===== src/rtl/calc_arb.sv =====
// Round-robin arbiter that shares one in-order calc pipeline between NREQ
// requesters and routes each calc result back to the requester that issued it.
module calc_arb #(
   parameter int unsigned NREQ  = 4,
   parameter int unsigned W     = 32,
   parameter int unsigned IDW   = 2,
   parameter int unsigned DEPTH = 16
) (
   input  logic              clk,
   input  logic              rst,
   input  logic [NREQ*W-1:0] reqA,
   input  logic [NREQ*W-1:0] reqB,
   input  logic [NREQ*W-1:0] reqC,
   input  logic [NREQ-1:0]   reqPush,
   output logic [NREQ-1:0]   reqStop,
   output logic [W-1:0]      cA,
   output logic [W-1:0]      cB,
   output logic [W-1:0]      cC,
   output logic              cPushA,
   output logic              cPushB,
   output logic              cPushC,
   input  logic              cStopA,
   input  logic              cStopB,
   input  logic              cStopC,
   input  logic [W-1:0]      cZ,
   input  logic              cPushZ,
   output logic [W-1:0]      Z,
   output logic [NREQ-1:0]   pushZ,
   output logic [IDW+2:0]    inflight,
   output logic              err
);

   localparam int unsigned PW = (DEPTH > 1) ? $clog2(DEPTH) : 1;
   localparam int unsigned CW = IDW + 3;
   localparam logic [NREQ-1:0] ONE_HOT0 = {{(NREQ-1){1'b0}}, 1'b1};

   logic [IDW-1:0] ptr_q,   ptr_d;
   logic [CW-1:0]  count_q, count_d;
   logic [PW-1:0]  wr_q,    wr_d;
   logic [PW-1:0]  rd_q,    rd_d;
   logic [IDW-1:0] tag_q [DEPTH];
   logic [IDW-1:0] tag_d [DEPTH];
   logic [W-1:0]   ca_q, ca_d, cb_q, cb_d, cc_q, cc_d;
   logic           cpush_q, cpush_d;
   logic [W-1:0]   z_q, z_d;
   logic [NREQ-1:0] pushz_q, pushz_d;
   logic           err_q, err_d;

   logic           ok_c;
   logic           gnt_vld;
   logic [IDW-1:0] gnt_id;
   logic [IDW:0]   idx_sum;
   logic           pop_c;

   function automatic logic [PW-1:0] ptr_inc(input logic [PW-1:0] p);
      return (p == PW'(DEPTH - 1)) ? '0 : p + PW'(1);
   endfunction

   // Round-robin search starting at ptr; the lowest rotation distance wins
   always_comb begin
      ok_c    = (count_q < CW'(DEPTH)) & ~cStopA & ~cStopB & ~cStopC;
      gnt_vld = 1'b0;
      gnt_id  = '0;
      idx_sum = '0;
      for (int j = int'(NREQ) - 1; j >= 0; j--) begin
         idx_sum = {1'b0, ptr_q} + (IDW+1)'(j);
         if (idx_sum >= (IDW+1)'(NREQ)) begin
            idx_sum = idx_sum - (IDW+1)'(NREQ);
         end
         if (ok_c && reqPush[IDW'(idx_sum)]) begin
            gnt_vld = 1'b1;
            gnt_id  = IDW'(idx_sum);
         end
      end
   end

   // Only the granted requester is released; everyone holds while in reset
   always_comb begin
      reqStop = '1;
      if (rst && gnt_vld) begin
         reqStop[gnt_id] = 1'b0;
      end
   end

   // Next state: issue, tag FIFO push/pop, result return and occupancy
   always_comb begin
      ptr_d   = ptr_q;
      count_d = count_q;
      wr_d    = wr_q;
      rd_d    = rd_q;
      tag_d   = tag_q;
      ca_d    = ca_q;
      cb_d    = cb_q;
      cc_d    = cc_q;
      cpush_d = gnt_vld;
      z_d     = z_q;
      pushz_d = '0;
      err_d   = err_q;
      pop_c   = cPushZ & (count_q != '0);

      if (gnt_vld) begin
         ca_d          = reqA[gnt_id*W +: W];
         cb_d          = reqB[gnt_id*W +: W];
         cc_d          = reqC[gnt_id*W +: W];
         tag_d[wr_q]   = gnt_id;
         wr_d          = ptr_inc(wr_q);
         ptr_d         = (gnt_id == IDW'(NREQ - 1)) ? '0 : gnt_id + IDW'(1);
      end

      if (pop_c) begin
         z_d     = cZ;
         pushz_d = ONE_HOT0 << tag_q[rd_q];
         rd_d    = ptr_inc(rd_q);
      end else if (cPushZ) begin
         err_d = 1'b1;
      end

      case ({gnt_vld, pop_c})
         2'b10:   count_d = count_q + CW'(1);
         2'b01:   count_d = count_q - CW'(1);
         default: count_d = count_q;
      endcase
   end

   // State registers with synchronous active-low reset
   always_ff @(posedge clk) begin
      if (!rst) begin
         ptr_q   <= '0;
         count_q <= '0;
         wr_q    <= '0;
         rd_q    <= '0;
         tag_q   <= '{default: '0};
         ca_q    <= '0;
         cb_q    <= '0;
         cc_q    <= '0;
         cpush_q <= 1'b0;
         z_q     <= '0;
         pushz_q <= '0;
         err_q   <= 1'b0;
      end else begin
         ptr_q   <= ptr_d;
         count_q <= count_d;
         wr_q    <= wr_d;
         rd_q    <= rd_d;
         tag_q   <= tag_d;
         ca_q    <= ca_d;
         cb_q    <= cb_d;
         cc_q    <= cc_d;
         cpush_q <= cpush_d;
         z_q     <= z_d;
         pushz_q <= pushz_d;
         err_q   <= err_d;
      end
   end

   assign cA       = ca_q;
   assign cB       = cb_q;
   assign cC       = cc_q;
   assign cPushA   = cpush_q;
   assign cPushB   = cpush_q;
   assign cPushC   = cpush_q;
   assign Z        = z_q;
   assign pushZ    = pushz_q;
   assign inflight = count_q;
   assign err      = err_q;

endmodule


===== config.mk =====
export PLATFORM = sky130hd
export DESIGN_NAME = calc_arb
export DESIGN_NICKNAME = d
export VERILOG_FILES = /design/src/rtl/calc_arb.sv
export SDC_FILE = /design/constraint.sdc
export NUM_CORES = 1
export LEC_CHECK = 0
export BUFFER_PORTS_ARGS = -buffer_cell sky130_fd_sc_hd__buf_2
export CORE_AREA = 2 2 221 223
export CTS_CLUSTER_DIAMETER = 150
export CTS_CLUSTER_SIZE = 40
export DETAILED_ROUTE_END_ITERATION = 10
export DIE_AREA = 0 0 223 225
export GPL_ROUTABILITY_DRIVEN = 1
export GPL_TIMING_DRIVEN = 0
export PLACE_DENSITY_LB_ADDON = 0.1
export SETUP_SLACK_MARGIN = 0.3
export SLEW_MARGIN = 0
export SYNTH_ARGS = -nofsm -noshare
export SYNTH_HDL_FRONTEND = slang
export SYNTH_SLANG_ARGS = --single-unit

===== constraint.sdc =====
create_clock -name clk -period 6.3 [get_ports clk]
set_clock_uncertainty 0.1 [all_clocks]
set_input_delay 0.315 -clock clk [delete_from_list [all_inputs] [get_ports clk]]
set_output_delay 0.315 -clock clk [all_outputs]
set_load 0.01 [all_outputs]

; Word level (Yosys, flattened, before mapping)
; Index checks and enable logic that the tools add are counted.
[totals]
romBits = 0
mem_bits_rw = 0
word_cells = 117
inputBits = 426
n_memories = 0
out_inout_bits = 145
latchBits = 0
reg_bits = 181
[classes]
order_cmp = 14
div_mod_pow = 0
n_reduce_logical = 11
multipliers = 0
muxes = 33
eq_ne = 5
shift = 4
bitwise_logic = 11
add_sub_neg = 12
[op_table]
columns = operator, n
row1 = $shiftx A128 B8 Y32, 3
row2 = $bwmux W32, 1
row3 = $mux W2, 12
row4 = $lt A2 B3 Y1 const B, 5
row5 = $mux W4, 3
row6 = $ge A5 B5 Y1 const B, 2
row7 = $not A4 Y5, 2
row8 = $pmux W5 S2, 1
row9 = $ge A3 B3 Y1 const B, 3
row10 = $mux W1, 9
row11 = $add A4 B1 Y4 const B, 2
row12 = $bmux W1 S2, 4
row13 = $bmux W2 S4, 1
row14 = $demux W2 S4, 1
row15 = $eq A4 B4 Y1 const B, 2
row16 = $sub A2 B1 Y2 const B, 4
row17 = $logic_and A1 B1 Y1, 7
row18 = $add A2 B2 Y3 const B, 2
row19 = $add A5 B1 Y5 const B, 1
row20 = $lt A5 B1 Y1 const B, 1
row21 = $lt A5 B5 Y1 const B, 1
row22 = $reduce_bool A5 Y1, 1
row23 = $sub A5 B1 Y5 const B, 1
row24 = $and A1 B1 Y1, 4
row25 = 12 further kinds, 17

; Logic depth before layout (Yosys ltp)
[depth]
ltp_word = 16
mapped_depth = 14
depth_no_buf = 12

; Worst setup path before layout
; No wires, ideal clock.
[synth_path]
path_kind = flip-flop to flip-flop
start = register count_q[0] (netlist: inflight[0])
end = register count_q[4] (netlist: inflight[4])
setup_slack_ps = 3112
n_path_buf = 1
setup_time_ps = 128
t_arrival_ps = 2960
path_stages_with_launch = 13
t_required_ps = 6072
period_less_slack_ps = 3188
path_cell_list = dfxtp_1 -> or4_1 -> o21ai_1 -> inv_2 -> clkbuf_1 -> ha_1 -> ha_1 -> nor2b_1 -> o21ai_0 -> a21oi_1 -> nor3_1 -> xnor2_1 -> nor2_1
[synth_between]
elab_chain_cells = 11
elab_cells_between_ends = 20
cone_classes = 2 x add/sub / 1 x order compare / 2 x eq/ne / 5 x mux / 4 x bitwise / 6 x reduce/logical
[synth_lines]
columns = item, line
row1 = from (decl), 38  ; logic [CW-1:0] count_q, count_d;
row2 = from (signal assigned), 142  ; count_q <= count_d;
row3 = $lt A5 B5 Y1, 61  ; ok_c = (count_q < CW'(DEPTH)) & ~cStopA & ~cStopB & ~cStopC;
row4 = $and A1 B1 Y1 (3 in series), 61
row5 = $logic_and A1 B1 Y1, 70  ; if (ok_c && reqPush[IDW'(idx_sum)]) begin
row6 = $mux W1 (4 in series), 70
row7 = $eq A2 B1 Y1 / $eq A2 B2 Y1 (equally long branches), 118  ; case ({gnt_vld, pop_c})
row8 = $pmux W5 S2 / $reduce_bool A2 Y1 (equally long branches), --
; Parallel ways exist; a longest one is shown, timed or not.
; A chain may end at the register's enable or synchronous reset.

; Worst setup path after layout
[layout_path]
start = register ptr_q[0]
end = output reqStop[1]
[layout_between]
elab_chain_cells = 16
elab_cells_between_ends = 43
cone_classes = 7 x add/sub / 6 x order compare / 23 x mux / 1 x bitwise / 6 x reduce/logical
[layout_lines]
columns = item, line
row1 = from (decl), 37  ; logic [IDW-1:0] ptr_q, ptr_d;
row2 = from (signal assigned), 141  ; ptr_q <= ptr_d;
row3 = $add A2 B2 Y3, 66  ; idx_sum = {1'b0, ptr_q} + (IDW+1)'(j);
row4 = $ge A3 B3 Y1 / $sub A2 B1 Y2 (equally long branches), "67, 68"
row5 = $mux W2, 67  ; if (idx_sum >= (IDW+1)'(NREQ)) begin
row6 = $bmux W1 S2, 70
row7 = $mux W1 (not written as such), 70
row8 = $logic_and A1 B1 Y1, 70
row9 = $mux W2 (3 in series), 70
row10 = $mux W2 *, 70
row11 = net gnt_id[0], 51  ; logic [IDW-1:0] gnt_id;
row12 = $lt A2 B3 Y1 (not written as such) / $ge A2 B1 Y1 (equally long branches), 81  ; reqStop[gnt_id] = 1'b0;
row13 = $logic_and A1 B1 Y1 (not written as such), 81
row14 = $mux W1 (not written as such), 81
row15 = $demux W1 S2 *, 81
row16 = $not A4 Y4 (no source line) *, --
row17 = $mux W4 *, 80  ; if (rst && gnt_vld) begin
row18 = to (decl), 15  ; output logic [NREQ-1:0] reqStop,
; The timed path passes the listed nets; every way through them passes the cells marked *. The select of a mux whose other input is x is not followed.

==> metrics <==
status finished clean; Starting Density 0.2977; Worst Path Required 5.88 ns; routed length per instance 23.63 um; gr usage total 0.2629; cell repeated most along the worst path buf_2; via/cell ratio 5.368; initial antenna violation count 43; Reg area 3623 um^2; met2 routed WL 32,640 um; Syn Nets 2,020; number of CTS-inserted buffers 17; Final Hold Viols 0; worst hold path type input port to register; post-CTS setup buffer count 0; Area growth syn-to-layout 32.25%; drt total wl 67,540 um; synth warn 0; Sum Neg Setup Slack 0 ns; number of synthesized flops with an enable pin 0; PortBufs 566; Slew headroom 0.2165; P_leak 8.668 nW; RR Startpoint inflight[0]$_SDFFE_PN0P_; DP HPWL 51,900 um; top-count cell post-synth mux2i_1; worst-margin pin slew 1.167 ns; routability cong. 0.8393; clk sinks 181; Multi-input gate area 9774 um^2; Crit. End Element primary output; dominant synthesized flop cell dfxtp_1; area leader, netlist dfxtp_1; Die H 225 um; crit-path cells buf_2 -> and3b_1 -> o21ai_1 -> nand2_2 -> clkbuf_1 -> nand2_1 -> nand3_2 -> buf_2 -> inv_1 -> ha_1 -> nand2_1 -> buf_2; fill cell count 5,001; final core utilization 0.3937; Worst VDD drop 0.1673 mV; maxcap violations 0; crit path to reqStop[1]; Final setup viols 0; Critical R2R Capture inflight[4]$_SDFFE_PN0P_; origin of the worst setup path ptr_q[0]$_SDFFE_PN0P_; CTS hold repair buffers 33; met3 WL 4641 um; crit-path max FO 11; die area 50,180 um^2; die width 223 um; CTS root buf clkbuf_16; highest routed layer met5; Post-route DRC 0; post-cts resize count 0; largest net degree at the start of global routing 17; number of max-slew violations in the final report 0; worst skew pair latency 0.51 ns; critical path class register to primary output; slowest CP cell o21ai_1; Max stage delay on crit path 0.90 ns; share of the synthesized area in the top cell type 0.2560; cell count after synthesis 1,580; minimum clock period 4.473 ns; FF+latch count, synth 181; DRT met1 WL 28,320 um; most instantiated cells after synthesis mux2i_1, dfxtp_1, nand2_1, clkbuf_1; pwr/cell area 196.6 nW/um^2; WP data arrival 4.06 ns; Ports 571; CP startpoint kind register; layout cells sized above 1 0.3436; Post-synth ARST share 0; gr ovfl total 0; WHS 0.03005 ns; Post-Syn Area 14,150 um^2; register area share after synthesis 0.2560; Vias 15,340; vias in the first global route 15,570; first-pass GRT wire length 98,710 um; Row Count 80; fmax 0.2236 GHz; Core ar. 47,550 um^2; RSZ-0062 raised after global routing false; Synth Area per Inst 8.958 um^2; CTS tree built; crit share post-route 0.7099; Worst R2R Path Depth 12; drt pass-1 iters 5; DRT iter0 DRCs 820; Worst-path clk slew 0.09 ns; Reg2Reg Setup Slack 2.29 ns; DRT antenna net count 0; Yosys cell types 54; H-tree levels 4; clock buffer depth 2; synth top area cells dfxtp_1, mux2i_1, mux2_2; final net count 2,639
[critical path, delay by kind of cell, from the launching register on]
kind	cells	cell delay (ns)
and+or+nand+nor	5	1.03
adders and majority gates	1	0.15
buffers and inverters	5	1.09
AOI/OAI and AO/OA	1	0.90
DFF	1	0.35
[cell families after synthesis]
logic type	share of synthesized area
flip-flops	0.2560
AND/OR/NAND/NOR	0.1109
multiplexers	0.3016
adder cells (fa/ha/maj)	0.01291
buffers and inverters	0.05401
AO/OA/AOI/OAI	0.2614
XOR/XNOR	0.003094
[layout make-up]
| cell class | instances | area share |
|---|---|---|
| multi-input combinational | 1221 | 0.5222 |
| sequential | 181 | 0.1936 |
| timing repair buffer | 600 | 0.1696 |
| tap | 615 | 0.04111 |
| buffer | 166 | 0.03844 |
| clock buffer | 21 | 0.02353 |
| clock inverter | 11 | 0.005013 |
| antenna | 31 | 0.004144 |
| inverter | 12 | 0.002406 |
[layer usage]
| layer | global-route usage | vias up |
|---|---|---|
| met3 | 0.07888 | 106 |
| met5 | 0 | - |
| met2 | 0.4410 | 492 |
| met4 | 0.1067 | 24 |
| met1 | 0.3139 | 7415 |
| li1 | - | 7305 |
[stage by stage]
step	total power, mW	cells	area [um^2]	setup WS (ns)
finish	3.680	2858	18720	1.828
global route	3.887	2855	18710	1.576
CTS	3.718	2827	18640	1.750
detailed placement	2.609	2762	17780	2.307
global placement	2.591	2761	17760	1.817
floorplan	2.092	1580	14150	3.112
[worst min-delay path by stage]
stage	start	to	slack, ns	depth (start not counted)
4_1_cts	reqA[9]	cA[9]$_SDFFE_PN0P_	0.006	3
3_5_place_dp	Z[31]$_SDFFE_PN0N_	Z[31]$_SDFFE_PN0N_	0.34	2
2_1_floorplan	tag_q[10]$_SDFFE_PN0P_	tag_q[10]$_SDFFE_PN0P_	0.34	2
5_1_grt	reqB[42]	cB[10]$_SDFFE_PN0P_	0.04	3
3_3_place_gp	Z[16]$_SDFFE_PN0N_	Z[16]$_SDFFE_PN0N_	0.34	2
6_report	reqB[10]	cB[10]$_SDFFE_PN0P_	0.03	3
[power by group]
part	internal [mW]	total, mW	switching (mW)
Clock	0.513	1.08	0.569
Sequential	1.25	1.32	0.0668
Combinational	0.557	1.28	0.723
Total	2.32	3.68	1.36
[flip-flops by register name (all words and copies together), names as in the netlist]
register	flops
Z	32
cA	32
cB	32
cC	32
tag_q	32
inflight	5
pushZ	4
rd_q	4
wr_q	4
ptr_q	2
cPushA	1
err	1
[cells in the final DEF, fill, tap and decap left out, types with 3 or more instances in the layout]
cell type and instances:
o22ai_1 17, mux2i_1 296, diode_2 31, inv_1 10, a21oi_1 62, nor3_1 11, a21o_1 97, nor4_4 3
ha_1 13, buf_1 7, o31ai_1 96, dfxtp_1 181, clkbuf_4 4, clkinvlp_4 3, nand2b_1 99, clkbuf_16 17
dlygate4sd3_1 33, buf_4 8, nor2_1 37, or4_1 4, o221ai_1 96, a2bb2oi_1 96, mux4_2 8, buf_2 600
nand3_1 3, a31oi_1 4, o21ai_0 17, nand2_1 131, xor2_1 4, inv_6 3, clkbuf_1 115, mux2_2 99
(Power assumes the default switching activity.)
